### config.mk
export PLATFORM = sky130hd
export DESIGN_NAME = dmem_arbiter
export DESIGN_NICKNAME = d
export VERILOG_FILES = /design/src/rtl/dmem_arbiter.sv
export SDC_FILE = /design/constraint.sdc
export NUM_CORES = 1
export LEC_CHECK = 0
export ABC_CLOCK_PERIOD_IN_PS = 4100
export CORE_UTILIZATION = 50
export CTS_CLUSTER_SIZE = 30
export DETAILED_ROUTE_END_ITERATION = 8
export DONT_BUFFER_PORTS = 1
export PLACE_DENSITY_LB_ADDON = 0.15
export SETUP_SLACK_MARGIN = 0.1
export SLEW_MARGIN = 0
export SYNTH_ARGS = -nofsm -noshare
export SYNTH_HDL_FRONTEND = slang
export SYNTH_SLANG_ARGS = --single-unit
### constraint.sdc
create_clock -name Clk -period 4.1 [get_ports Clk]
set_input_delay 0.615 -clock Clk [delete_from_list [all_inputs] [get_ports Clk]]
set_output_delay 0.615 -clock Clk [all_outputs]
set_load 0.02 [all_outputs]
### src/rtl/dmem_arbiter.sv
// ---------------------------------------------------------------------------
// dmem_arbiter
//
// Shares one single-port data memory (combinational read, clocked write)
// between the CPU load/store path and a DMA/block-copy engine. The CPU wins
// by default. Two mechanisms stop either side from being locked out:
//   - a starvation timer that forces DMA ahead of the CPU after MAX_WAIT
//     consecutive denied DMA cycles;
//   - a bounded burst lock that keeps DMA ahead of the CPU for up to
//     LOCK_MAX locked grants, after which the CPU may take one slot.
// Grants are combinational, so every access completes in its grant cycle:
// reads return the same cycle and writes commit at the next posedge.
//
// Optional feature (macro DMEM_ARB_WPROT_EN): DMA writes at or above
// PROT_BASE are acknowledged but suppressed at the memory, and the sticky
// ProtErr flag is raised. Without the macro ProtErr is tied low.
//
// Ports
//   Clk, Reset          clock; synchronous active-high reset
//   CpuReq/We/Addr/WData  CPU access request
//   CpuGnt, CpuRData      CPU access performed this cycle / read data
//   DmaReq/We/Addr/WData  DMA access request
//   DmaLock               keep DMA ownership after this beat (burst)
//   DmaGnt, DmaRData      DMA access performed this cycle / read data
//   MemWriteEn/Address/DataIn  to the memory
//   MemDataOut            from the memory
//   ProtErr               sticky DMA write-protection violation
//
// Burst lock state (lock_r)
//   lock_r | meaning
//   -------+----------------------------------------------------------
//   0      | no burst in progress; CPU has default priority
//   1      | DMA burst in progress; DMA first while lock_cnt < LOCK_MAX
// ---------------------------------------------------------------------------
module dmem_arbiter #(
    parameter int W         = 8,
    parameter int A         = 8,
    parameter int MAX_WAIT  = 3,
    parameter int LOCK_MAX  = 4,
    parameter int PROT_BASE = 128
) (
    input  logic         Clk,
    input  logic         Reset,
    input  logic         CpuReq,
    input  logic         CpuWe,
    input  logic [A-1:0] CpuAddr,
    input  logic [W-1:0] CpuWData,
    output logic         CpuGnt,
    output logic [W-1:0] CpuRData,
    input  logic         DmaReq,
    input  logic         DmaWe,
    input  logic [A-1:0] DmaAddr,
    input  logic [W-1:0] DmaWData,
    input  logic         DmaLock,
    output logic         DmaGnt,
    output logic [W-1:0] DmaRData,
    output logic         MemWriteEn,
    output logic [A-1:0] MemAddress,
    output logic [W-1:0] MemDataIn,
    input  logic [W-1:0] MemDataOut,
    output logic         ProtErr
);

    localparam int WCW = $clog2(MAX_WAIT + 1);
    localparam int LCW = $clog2(LOCK_MAX + 1);
    localparam logic [WCW-1:0] WAIT_TOP = WCW'(MAX_WAIT);
    localparam logic [LCW-1:0] LOCK_TOP = LCW'(LOCK_MAX);

    typedef enum logic [1:0] {
        OWN_NONE = 2'd0,
        OWN_CPU  = 2'd1,
        OWN_DMA  = 2'd2
    } owner_t;

    owner_t         owner;
    logic           lock_r;
    logic           lock_nxt;
    logic [LCW-1:0] lock_cnt;
    logic [LCW-1:0] lock_cnt_nxt;
    logic [WCW-1:0] wait_cnt;
    logic [WCW-1:0] wait_cnt_nxt;
    logic           dma_first;
    logic           dma_gnt;
    logic           cpu_gnt;
    logic           dma_wr_blocked;

    // ------------------------------------------------------------------
    // Write protection
    // ------------------------------------------------------------------
`ifdef DMEM_ARB_WPROT_EN
    logic prot_err_r;

    assign dma_wr_blocked = DmaWe && (DmaAddr >= A'(PROT_BASE));

    always_ff @(posedge Clk) begin
        if (Reset) begin
            prot_err_r <= 1'b0;
        end else if (dma_gnt && dma_wr_blocked) begin
            prot_err_r <= 1'b1;
        end
    end

    assign ProtErr = prot_err_r;
`else
    logic unused_prot_base;

    assign unused_prot_base = (DmaAddr >= A'(PROT_BASE));
    assign dma_wr_blocked   = 1'b0;
    assign ProtErr          = 1'b0;
`endif

    // ------------------------------------------------------------------
    // Grant decision
    // ------------------------------------------------------------------
    // DMA jumps the CPU either inside an unexpired burst or once it has
    // been starved; a starved DMA beats a simultaneous CPU request.
    assign dma_first = (lock_r && (lock_cnt < LOCK_TOP)) || (wait_cnt == WAIT_TOP);

    always_comb begin
        owner = OWN_NONE;
        if (!Reset) begin
            if (DmaReq && dma_first) begin
                owner = OWN_DMA;
            end else if (CpuReq) begin
                owner = OWN_CPU;
            end else if (DmaReq) begin
                owner = OWN_DMA;
            end
        end
    end

    assign cpu_gnt = (owner == OWN_CPU);
    assign dma_gnt = (owner == OWN_DMA);
    assign CpuGnt  = cpu_gnt;
    assign DmaGnt  = dma_gnt;

    // ------------------------------------------------------------------
    // Memory mux; the CPU side is the idle default
    // ------------------------------------------------------------------
    always_comb begin
        MemAddress = CpuAddr;
        MemDataIn  = CpuWData;
        MemWriteEn = 1'b0;
        case (owner)
            OWN_CPU: begin
                MemWriteEn = CpuWe;
            end
            OWN_DMA: begin
                MemAddress = DmaAddr;
                MemDataIn  = DmaWData;
                MemWriteEn = DmaWe && !dma_wr_blocked;
            end
            default: begin
            end
        endcase
    end

    assign CpuRData = MemDataOut;
    assign DmaRData = MemDataOut;

    // ------------------------------------------------------------------
    // Next state for the starvation timer and burst lock
    // ------------------------------------------------------------------
    always_comb begin
        wait_cnt_nxt = '0;
        lock_nxt     = lock_r;
        lock_cnt_nxt = lock_cnt;

        if (DmaReq && !dma_gnt) begin
            wait_cnt_nxt = (wait_cnt == WAIT_TOP) ? wait_cnt : wait_cnt + 1'b1;
        end

        if (dma_gnt) begin
            lock_nxt = DmaLock;
            if (!DmaLock) begin
                lock_cnt_nxt = '0;
            end else if (lock_r && (lock_cnt != LOCK_TOP)) begin
                lock_cnt_nxt = lock_cnt + 1'b1;
            end
        end else begin
            // The CPU slot after an expired burst restarts the burst budget
            // without ending the burst itself.
            if (cpu_gnt) begin
                lock_cnt_nxt = '0;
            end
            // Requester walked away from its burst.
            if (lock_r && !DmaReq) begin
                lock_nxt     = 1'b0;
                lock_cnt_nxt = '0;
            end
        end
    end

    always_ff @(posedge Clk) begin
        if (Reset) begin
            lock_r   <= 1'b0;
            lock_cnt <= '0;
            wait_cnt <= '0;
        end else begin
            lock_r   <= lock_nxt;
            lock_cnt <= lock_cnt_nxt;
            wait_cnt <= wait_cnt_nxt;
        end
    end

endmodule
==> results.py, run 1 <==
metrics = {
    "power_and_ir_drop": {
        "switching_share": 0.306,
        "seq_power_share": 0.379,
        "vdd.ir_drop.worst_v": 0.000229,
        "clock_power_share": 0.315,
        "power_density_nw_per_um2": 241,
        "intPower_mw": 0.111,
        "combPwrFrac": 0.306,
        "finalPower_mw": 0.161,
        "power_leakage_nw": 0.280,
        "switching_power_mw": 0.0492,
    },
    "finish": {
        "area_growth_pct": -12.9,
        "drive_gt1_frac": 0.409,
        "final_area_um2": 667,
        "fin_nets": 120,
        "fin_cells": 81,
        "fillers": 134,
        "insertedDiodeCount": 0,
        "fin_util": 0.488,
    },
    "yosys": {
        "yosys.area.top_type": "mux2_2",
        "yosysUniqueCellTypes": 29,
        "syn_inst": 82,
        "synth-seq-area-share": 0.157,
        "synth_seq_cells": 6,
        "yosysMostFrequentCell": "buf_4",
        "synth_top_area_frac": 0.235,
        "synth_edf_count": 0,
        "yosys-top-cells-count": "buf_4, mux2_2, dfxtp_1",
        "synth_ff_type": "dfxtp_1",
        "avgSynthCellArea_um2": 9.34,
        "ys.warnings.count": 0,
        "async_flop_share": 0,
        "syn-num-nets": 134,
        "synth.area.top_cells": "mux2_2, buf_4, dfxtp_1",
        "netlist_area_um2": 766,
    },
    "worst_setup_path": {
        "crit_fanout": 22,
        "r2r_slack_ns": 1.69,
        "cp.required_ns": 3.48,
        "worstReg2RegEnd": "lock_cnt[1]$_SDFFE_PP0P_",
        "reg2reg_from": "wait_cnt[0]$_SDFFE_PP0N_",
        "cp-start-kind": "flip-flop",
        "worstSetupPathType": "reg2out",
        "r2r_cells": 7,
        "cp-end-kind": "primary output",
        "cp.arrival_ns": 2.50,
    },
    "clock_tree": {
        "cts_buffers": 3,
        "clock_latency_ns": 0.23,
        "h-tree-depth": 1,
        "post_cts_resize_count": 0,
        "cts_sinks": 6,
        "clk_pin_slew_ns": 0.04,
        "hold_buffers": 0,
        "cts_buffer_depth": 2,
        "cts_root_buffer": "clkbuf_4",
        "cts_setup_buffers": 0,
        "cts_tree": "done",
    },
    "placement": {
        "portBuffers": 0,
        "place.detailed.hpwl_um": 1100,
        "placed_cells": 78,
        "dpl_worst_slack_ns": 1.16,
        "finalWeightedCongestion": 0.662,
        "placed_area_um2": 644,
    },
    "detailed_routing": {
        "via_per_inst": 6.09,
        "vias": 493,
        "drt-initial-drc-count": 5,
        "antenna_left": 0,
        "route.detailed.drc": 0,
        "drt_wl_total_um": 1300,
        "dr.pass1.iters": 4,
        "wl_per_cell_um": 16.1,
    },
    "global_route": {
        "antenna_found_initial": 0,
        "track_usage": 0.156,
        "gr-total-overflow": 0,
        "grt_pass1_vias": 421,
        "grt_pass1_wl_um": 1730,
        "grt_start_max_net_pins": 23,
    },
    "timing": {
        "fin_ws_ns": 0.983,
        "slew_headroom": 0.309,
        "min_period_over_period": 0.760,
        "tightest_slew_ns": 1.04,
        "fin_skew_ns": 0.00484,
        "rsz0062_at_grt": "false",
        "setup_tns_ns": 0,
        "finalCriticalPeriod_ns": 3.12,
        "final-setup-viol-count": 0,
        "holdWs_ns": 0.462,
        "maxSlewViolCount": 0,
        "finalHoldViolCount": 0,
        "maxClockFrequency_mhz": 321,
    },
    "hold_path": {
        "hp-class": "in2reg",
        "worstHoldPathCells": 1,
        "min_to": "lock_r$_SDFFE_PP0P_",
        "worstHoldStart": "Reset",
    },
    "floorplan": {
        "die_width_um": 41.1,
        "die_h_um": 41.1,
        "initial_utilization": 0.560,
        "core_area_um2": 1370,
        "dieArea_um2": 1690,
        "top_level_ports": 83,
        "rows": 13,
    },
    "flow_run": {
        "drv_cap": 0,
    },
    "outcome": {
        "status": "completed",
    },
}
worst max-delay path by stage:
stage / start / end / slack, ns / cells past startpoint
4_1_cts: wait_cnt[0]$_SDFFE_PP0N_ / MemWriteEn / 0.98 / 6
3_5_place_dp: Reset / MemWriteEn / 1.16 / 5
3_3_place_gp: Reset / MemWriteEn / 1.22 / 5
5_1_grt: wait_cnt[0]$_SDFFE_PP0N_ / MemWriteEn / 0.79 / 6
2_1_floorplan: Reset / MemAddress[3] / 1.59 / 5
6_report: wait_cnt[0]$_SDFFE_PP0N_ / MemWriteEn / 0.98 / 6
worst max-delay path, cell delays in order (launching register included):
cell,delay (ns)
dfxtp_1,0.34
ha_1,0.25
a21oi_1,0.08
a21oi_1,0.16
ha_1,0.86
a22oi_1,0.20
nor2_1,0.36
area by class of cell:
class                   count  area [um^2]  area share
clock buffers               3         22.5      0.0338
inverters                   4         15.0      0.0225
multi-input cells          53          490       0.735
flip-flops and latches      6          120       0.180
well taps                  15         18.8      0.0281
power by group through the flow:
stage	Combinational (mW)	Clock, mW	Sequential (mW)
finish	0.0492	0.0506	0.0609
global route	0.0523	0.0568	0.0609
CTS	0.0493	0.0531	0.0608
detailed placement	0.0491	0	0.0618
global placement	0.0490	0	0.0618
floorplan	0.0697	0	0.0616
registers in the layout, summed over array words and instances, names as in the netlist:
register  cells
lock_cnt      3
lock_r        1
wait_cnt      2
per-layer routing:
metal  GRT usage  vias up  wire length, um  share of wire
met5           0        -                0              0
met4      0.0726        0                5         0.0038
met3      0.0598        2              135           0.10
met2       0.246       30              580           0.45
met1       0.183      223              580           0.45
li1            -      238                -              -
kinds of logic (layout without fill, tap and decap cells):
group	count (synthesis)	in the layout	share of synthesized area
buf+inv	23	7	0.203
mux	17	17	0.248
simple gates	14	14	0.132
other cells	1	1	0.00490
fa+ha+maj	5	5	0.0817
flops	6	6	0.157
compound gates	15	15	0.162
xor+xnor	1	1	0.0114
cell usage in the layout (no fill, tap or decap), types with 2 or more instances in the layout:
cell type,synthesis,layout
nand2b_1,3,3
mux2_2,16,16
a22o_1,2,2
nor2_1,3,3
ha_1,5,5
clkbuf_4,0,3
a21oi_1,4,4
a21o_1,2,2
dfxtp_1,6,6
inv_1,4,4
Power figures use the tool's default switching activity.
==> inputs of run 2 (changes only) <==
--- a/config.mk
+++ b/config.mk
@@ -5,7 +5,7 @@
 export SDC_FILE = /design/constraint.sdc
 export NUM_CORES = 1
 export LEC_CHECK = 0
-export ABC_CLOCK_PERIOD_IN_PS = 4100
+export ABC_CLOCK_PERIOD_IN_PS = 3100
 export CORE_UTILIZATION = 50
 export CTS_CLUSTER_SIZE = 30
 export DETAILED_ROUTE_END_ITERATION = 8
==> constraint.sdc (replaced) <==
create_clock -name Clk -period 3.1 [get_ports Clk]
set_input_delay 0.465 -clock Clk [delete_from_list [all_inputs] [get_ports Clk]]
set_output_delay 0.465 -clock Clk [all_outputs]
set_load 0.02 [all_outputs]
==> results.py, run 2 (synthesis results as in run 1) <==
metrics = {
    "outcome": {
        "status": "completed",
    },
    "worst_setup_path": {
        "cp.required_ns": 2.63,
        "cpMaxStageDelayCell": "ha_1",
        "cp-start-kind": "flip-flop",
        "cp_top_family": "adder cells",
        "cp.arrival_ns": 2.24,
        "crit_fanout": 12,
        "worstSetupPathType": "reg2out",
        "cp-end-kind": "primary output",
        "critPathBufInv": 1,
        "cp.depth": 6,
        "critical_path.cell_chain": "ha_1, a21o_1, a211o_1, ha_1, buf_4, mux2_2",
        "r2r_cells": 8,
        "crit_path_frequent_cell": "ha_1",
        "cpPeakStageDelay_ns": 0.35,
    },
    "clock_tree": {
        "post_cts_resize_count": 0,
        "h-tree-depth": 1,
        "clock_latency_ns": 0.24,
        "hold_buffers": 0,
        "cts_buffer_depth": 2,
        "clk_pin_slew_ns": 0.04,
        "cts_sinks": 6,
        "cts_tree": "done",
        "cts_root_buffer": "clkbuf_4",
        "cts_setup_buffers": 0,
        "cts_buffers": 3,
    },
    "placement": {
        "portBuffers": 0,
        "finalWeightedCongestion": 0.725,
        "place.detailed.hpwl_um": 1140,
    },
    "power_and_ir_drop": {
        "seq_power_share": 0.369,
        "switching_share": 0.318,
        "power_leakage_nw": 0.290,
        "vdd.ir_drop.worst_v": 0.000148,
        "clock_power_share": 0.328,
        "power_density_nw_per_um2": 320,
        "combPwrFrac": 0.304,
        "finalPower_mw": 0.218,
        "intPower_mw": 0.149,
        "switching_power_mw": 0.0695,
    },
    "global_route": {
        "track_usage": 0.161,
        "grt_start_max_net_pins": 13,
        "grt_pass1_vias": 453,
        "antenna_found_initial": 0,
        "gr-total-overflow": 0,
        "grt_pass1_wl_um": 1770,
    },
    "finish": {
        "area_growth_pct": -10.9,
        "mostFrequentLayoutCell": "mux2_2",
        "insertedDiodeCount": 0,
        "fin_nets": 122,
        "largest_reg_flops": 3,
        "fillers": 138,
        "fin_util": 0.499,
        "reg_top3": "lock_cnt: 3 flops, wait_cnt: 2 flops, lock_r: 1 flops",
        "regArea_um2": 120,
        "layout_common_cells": "mux2_2, dfxtp_1, ha_1, inv_1, a21oi_1",
        "top_register": "lock_cnt",
        "drive_gt1_frac": 0.426,
        "multi_input_area_um2": 490,
    },
    "timing": {
        "rsz0062_at_grt": "false",
        "maxClockFrequency_mhz": 370,
        "finalHoldViolCount": 0,
        "holdWs_ns": 0.283,
        "finalCriticalPeriod_ns": 2.71,
        "setup_tns_ns": 0,
        "fin_skew_ns": 0.000710,
        "final-setup-viol-count": 0,
        "maxSlewViolCount": 0,
        "min_period_over_period": 0.873,
    },
    "flow_run": {
        "drv_cap": 0,
    },
    "floorplan": {
        "top_level_ports": 83,
        "dieArea_um2": 1690,
        "die_width_um": 41.1,
        "initial_utilization": 0.560,
        "die_h_um": 41.1,
        "rows": 13,
        "core_area_um2": 1370,
    },
    "detailed_routing": {
        "antenna_left": 0,
        "drt_wl_total_um": 1380,
        "via_per_inst": 6.11,
        "dr.pass1.iters": 2,
        "wl_per_cell_um": 16.7,
        "drt-initial-drc-count": 5,
        "vias": 507,
        "route.detailed.drc": 0,
    },
    "hold_path": {
        "worstHoldPathCells": 1,
        "hp-class": "in2reg",
    },
}
## run 2: cell types whose count changed in the layout (fill, tap and decap cells not counted)
cell | before | now
buf_4 | 0 | 2
## run 2: area by class of cell
class                           instances  share of cell area
Multi-Input combinational cell         53               0.719
Sequential cell                         6               0.176
Clock buffer                            3              0.0330
Tap cell                               15              0.0275
Timing Repair Buffer                    2              0.0220
Inverter                                4              0.0220
## run 2: path summary, 6_finish.rpt
check,startpoint,slack [ns],to
min reg2reg,wait_cnt[1]$_SDFFE_PP0N_,0.51,wait_cnt[1]$_SDFFE_PP0N_
max reg2reg,wait_cnt[0]$_SDFFE_PP0N_,0.90,lock_cnt[1]$_SDFFE_PP0P_
max,wait_cnt[0]$_SDFFE_PP0N_,0.39,MemDataIn[0]
min,Reset,0.28,lock_r$_SDFFE_PP0P_
## run 2: metal layers
layer  global-route usage  share of wire  vias up
met5                    0              0        -
met4               0.0484              0        0
met3               0.0761           0.12        0
met2                0.281           0.47       32
met1                0.170           0.41      233
li1                     -              -      242
## run 2: power groups by stage
stage               combinational, mW  sequential, mW  clock [mW]
floorplan                      0.0922          0.0815           0
global placement               0.0663          0.0817           0
detailed placement             0.0664          0.0818           0
CTS                            0.0666          0.0805      0.0733
global route                   0.0697          0.0806      0.0797
finish                         0.0663          0.0805      0.0715
## run 2: through the flow
stage	instances	instance area (um^2)	setup slack [ns]
after floorplan	82	766	0.768
after global placement	80	659	0.693
after detailed placement	80	659	0.655
after CTS	83	682	0.391
after global routing	83	682	0.212
final	83	682	0.395
==> inputs of run 3 (changes only) <==
--- a/config.mk
+++ b/config.mk
@@ -10,7 +10,6 @@
 export CTS_CLUSTER_SIZE = 30
 export DETAILED_ROUTE_END_ITERATION = 8
 export DONT_BUFFER_PORTS = 1
-export PLACE_DENSITY_LB_ADDON = 0.15
 export SETUP_SLACK_MARGIN = 0.1
 export SLEW_MARGIN = 0
 export SYNTH_ARGS = -nofsm -noshare
==> results.py, run 3 (synthesis results as in run 1) <==
metrics = {
    "outcome": {
        "status": "completed",
    },
    "placement": {
        "placed_cells": 79,
        "placed_area_um2": 652,
        "place.detailed.hpwl_um": 1120,
        "dpl_worst_slack_ns": 0.491,
        "finalWeightedCongestion": 0.625,
        "portBuffers": 0,
    },
    "worst_setup_path": {
        "worstReg2RegEnd": "lock_cnt[1]$_SDFFE_PP0P_",
        "worstSetupPathType": "reg2out",
        "reg2reg_from": "wait_cnt[0]$_SDFFE_PP0N_",
        "cp-start-kind": "flip-flop",
        "crit_fanout": 22,
        "cp.required_ns": 2.63,
        "cp-startpoint": "wait_cnt[0]$_SDFFE_PP0N_",
        "r2r_slack_ns": 1.10,
        "r2r_cells": 7,
        "cp.arrival_ns": 2.10,
        "cp-end-kind": "primary output",
        "crit_end": "MemWriteEn",
    },
    "flow_run": {
        "drv_cap": 0,
    },
    "clock_tree": {
        "cts_tree": "done",
        "clock_latency_ns": 0.25,
        "cts_buffer_depth": 2,
        "h-tree-depth": 1,
        "cts_buffers": 3,
        "clk_pin_slew_ns": 0.04,
        "cts_setup_buffers": 0,
        "cts_root_buffer": "clkbuf_4",
        "cts_sinks": 6,
    },
    "floorplan": {
        "core_area_um2": 1370,
        "dieArea_um2": 1690,
        "die_h_um": 41.1,
        "die_width_um": 41.1,
        "rows": 13,
        "initial_utilization": 0.560,
        "top_level_ports": 83,
    },
    "finish": {
        "fin_cells": 82,
        "final_area_um2": 677,
        "largest_reg_flops": 3,
        "reg_top3": "lock_cnt: 3 flops, wait_cnt: 2 flops, lock_r: 1 flops",
        "mostFrequentLayoutCell": "mux2_2",
        "top_register": "lock_cnt",
        "area_growth_pct": -11.6,
        "fin_nets": 121,
        "insertedDiodeCount": 0,
        "layout_common_cells": "mux2_2, dfxtp_1, inv_1, a21oi_1, ha_1",
        "drive_gt1_frac": 0.433,
    },
    "hold_path": {
        "hp-class": "in2reg",
        "worstHoldStart": "Reset",
    },
    "detailed_routing": {
        "vias": 498,
        "antenna_left": 0,
        "drt_wl_total_um": 1340,
        "dr.pass1.iters": 3,
        "wl_per_cell_um": 16.4,
        "via_per_inst": 6.07,
        "drt-initial-drc-count": 14,
        "route.detailed.drc": 0,
    },
    "power_and_ir_drop": {
        "vdd.ir_drop.worst_v": 0.000250,
        "power_density_nw_per_um2": 326,
        "power_leakage_nw": 0.283,
    },
    "timing": {
        "setup_tns_ns": 0,
        "maxClockFrequency_mhz": 390,
        "min_period_over_period": 0.828,
        "finalHoldViolCount": 0,
        "maxSlewViolCount": 0,
        "holdWs_ns": 0.283,
        "rsz0062_at_grt": "false",
        "fin_ws_ns": 0.534,
        "final-setup-viol-count": 0,
        "fin_skew_ns": 0.00190,
        "finalCriticalPeriod_ns": 2.57,
    },
    "global_route": {
        "gr-total-overflow": 0,
        "grt_pass1_wl_um": 1570,
        "track_usage": 0.151,
        "grt_pass1_vias": 362,
        "antenna_found_initial": 0,
        "grt_start_max_net_pins": 23,
    },
}
## run 3: worst min-delay path by stage
stage                                    end  slack [ns]  cells past startpoint
global placement    wait_cnt[1]$_SDFFE_PP0N_        0.49                      2
detailed placement  lock_cnt[1]$_SDFFE_PP0P_        0.49                      1
floorplan           wait_cnt[1]$_SDFFE_PP0N_        0.47                      2
finish                   lock_r$_SDFFE_PP0P_        0.28                      1
CTS                      lock_r$_SDFFE_PP0P_        0.28                      1
global route             lock_r$_SDFFE_PP0P_        0.27                      1
## run 3: layer usage
metal	GRT usage	wire length, um	vias to the layer above
met3	0.0978	140	0
met4	0.0484	0	0
met1	0.151	491	221
met2	0.254	710	37
met5	0	0	-
li1	-	-	240
## run 3: where the power goes
part	switching, mW	internal [mW]	total [mW]
sequential	0.00159	0.0790	0.0806
clock	0.0299	0.0439	0.0738
combinational	0.0403	0.0257	0.0659
total	0.0718	0.149	0.220
## run 3: cell type report
| class | count | area (um^2) |
|---|---|---|
| inverters | 4 | 15.0 |
| flip-flops and latches | 6 | 120 |
| fillers | 143 | 689 |
| well taps | 15 | 18.8 |
| clock buffers | 3 | 22.5 |
| multi-input cells | 53 | 493 |
| repair buffers | 1 | 7.51 |
## run 3: what timing repair did
item / in CTS / in global routing
resized for setup: 0 / 1
hold buffers: 0 / 0
setup endpoints to repair: 0 / 1
## run 3: critical path, cell delays in order (launching register included)
cell     delay [ns]
dfxtp_1        0.35
ha_1           0.25
a21oi_1        0.09
a21oi_1        0.17
ha_2           0.49
a22oi_1        0.16
nor2_1         0.34
## run 3: per-stage QoR
stage	total power, mW	utilization
4_1_cts	0.222	0.494
2_1_floorplan	0.174	-
5_1_grt	0.234	0.495
3_3_place_gp	0.147	0.477
3_5_place_dp	0.148	0.477
6_report	0.220	0.495
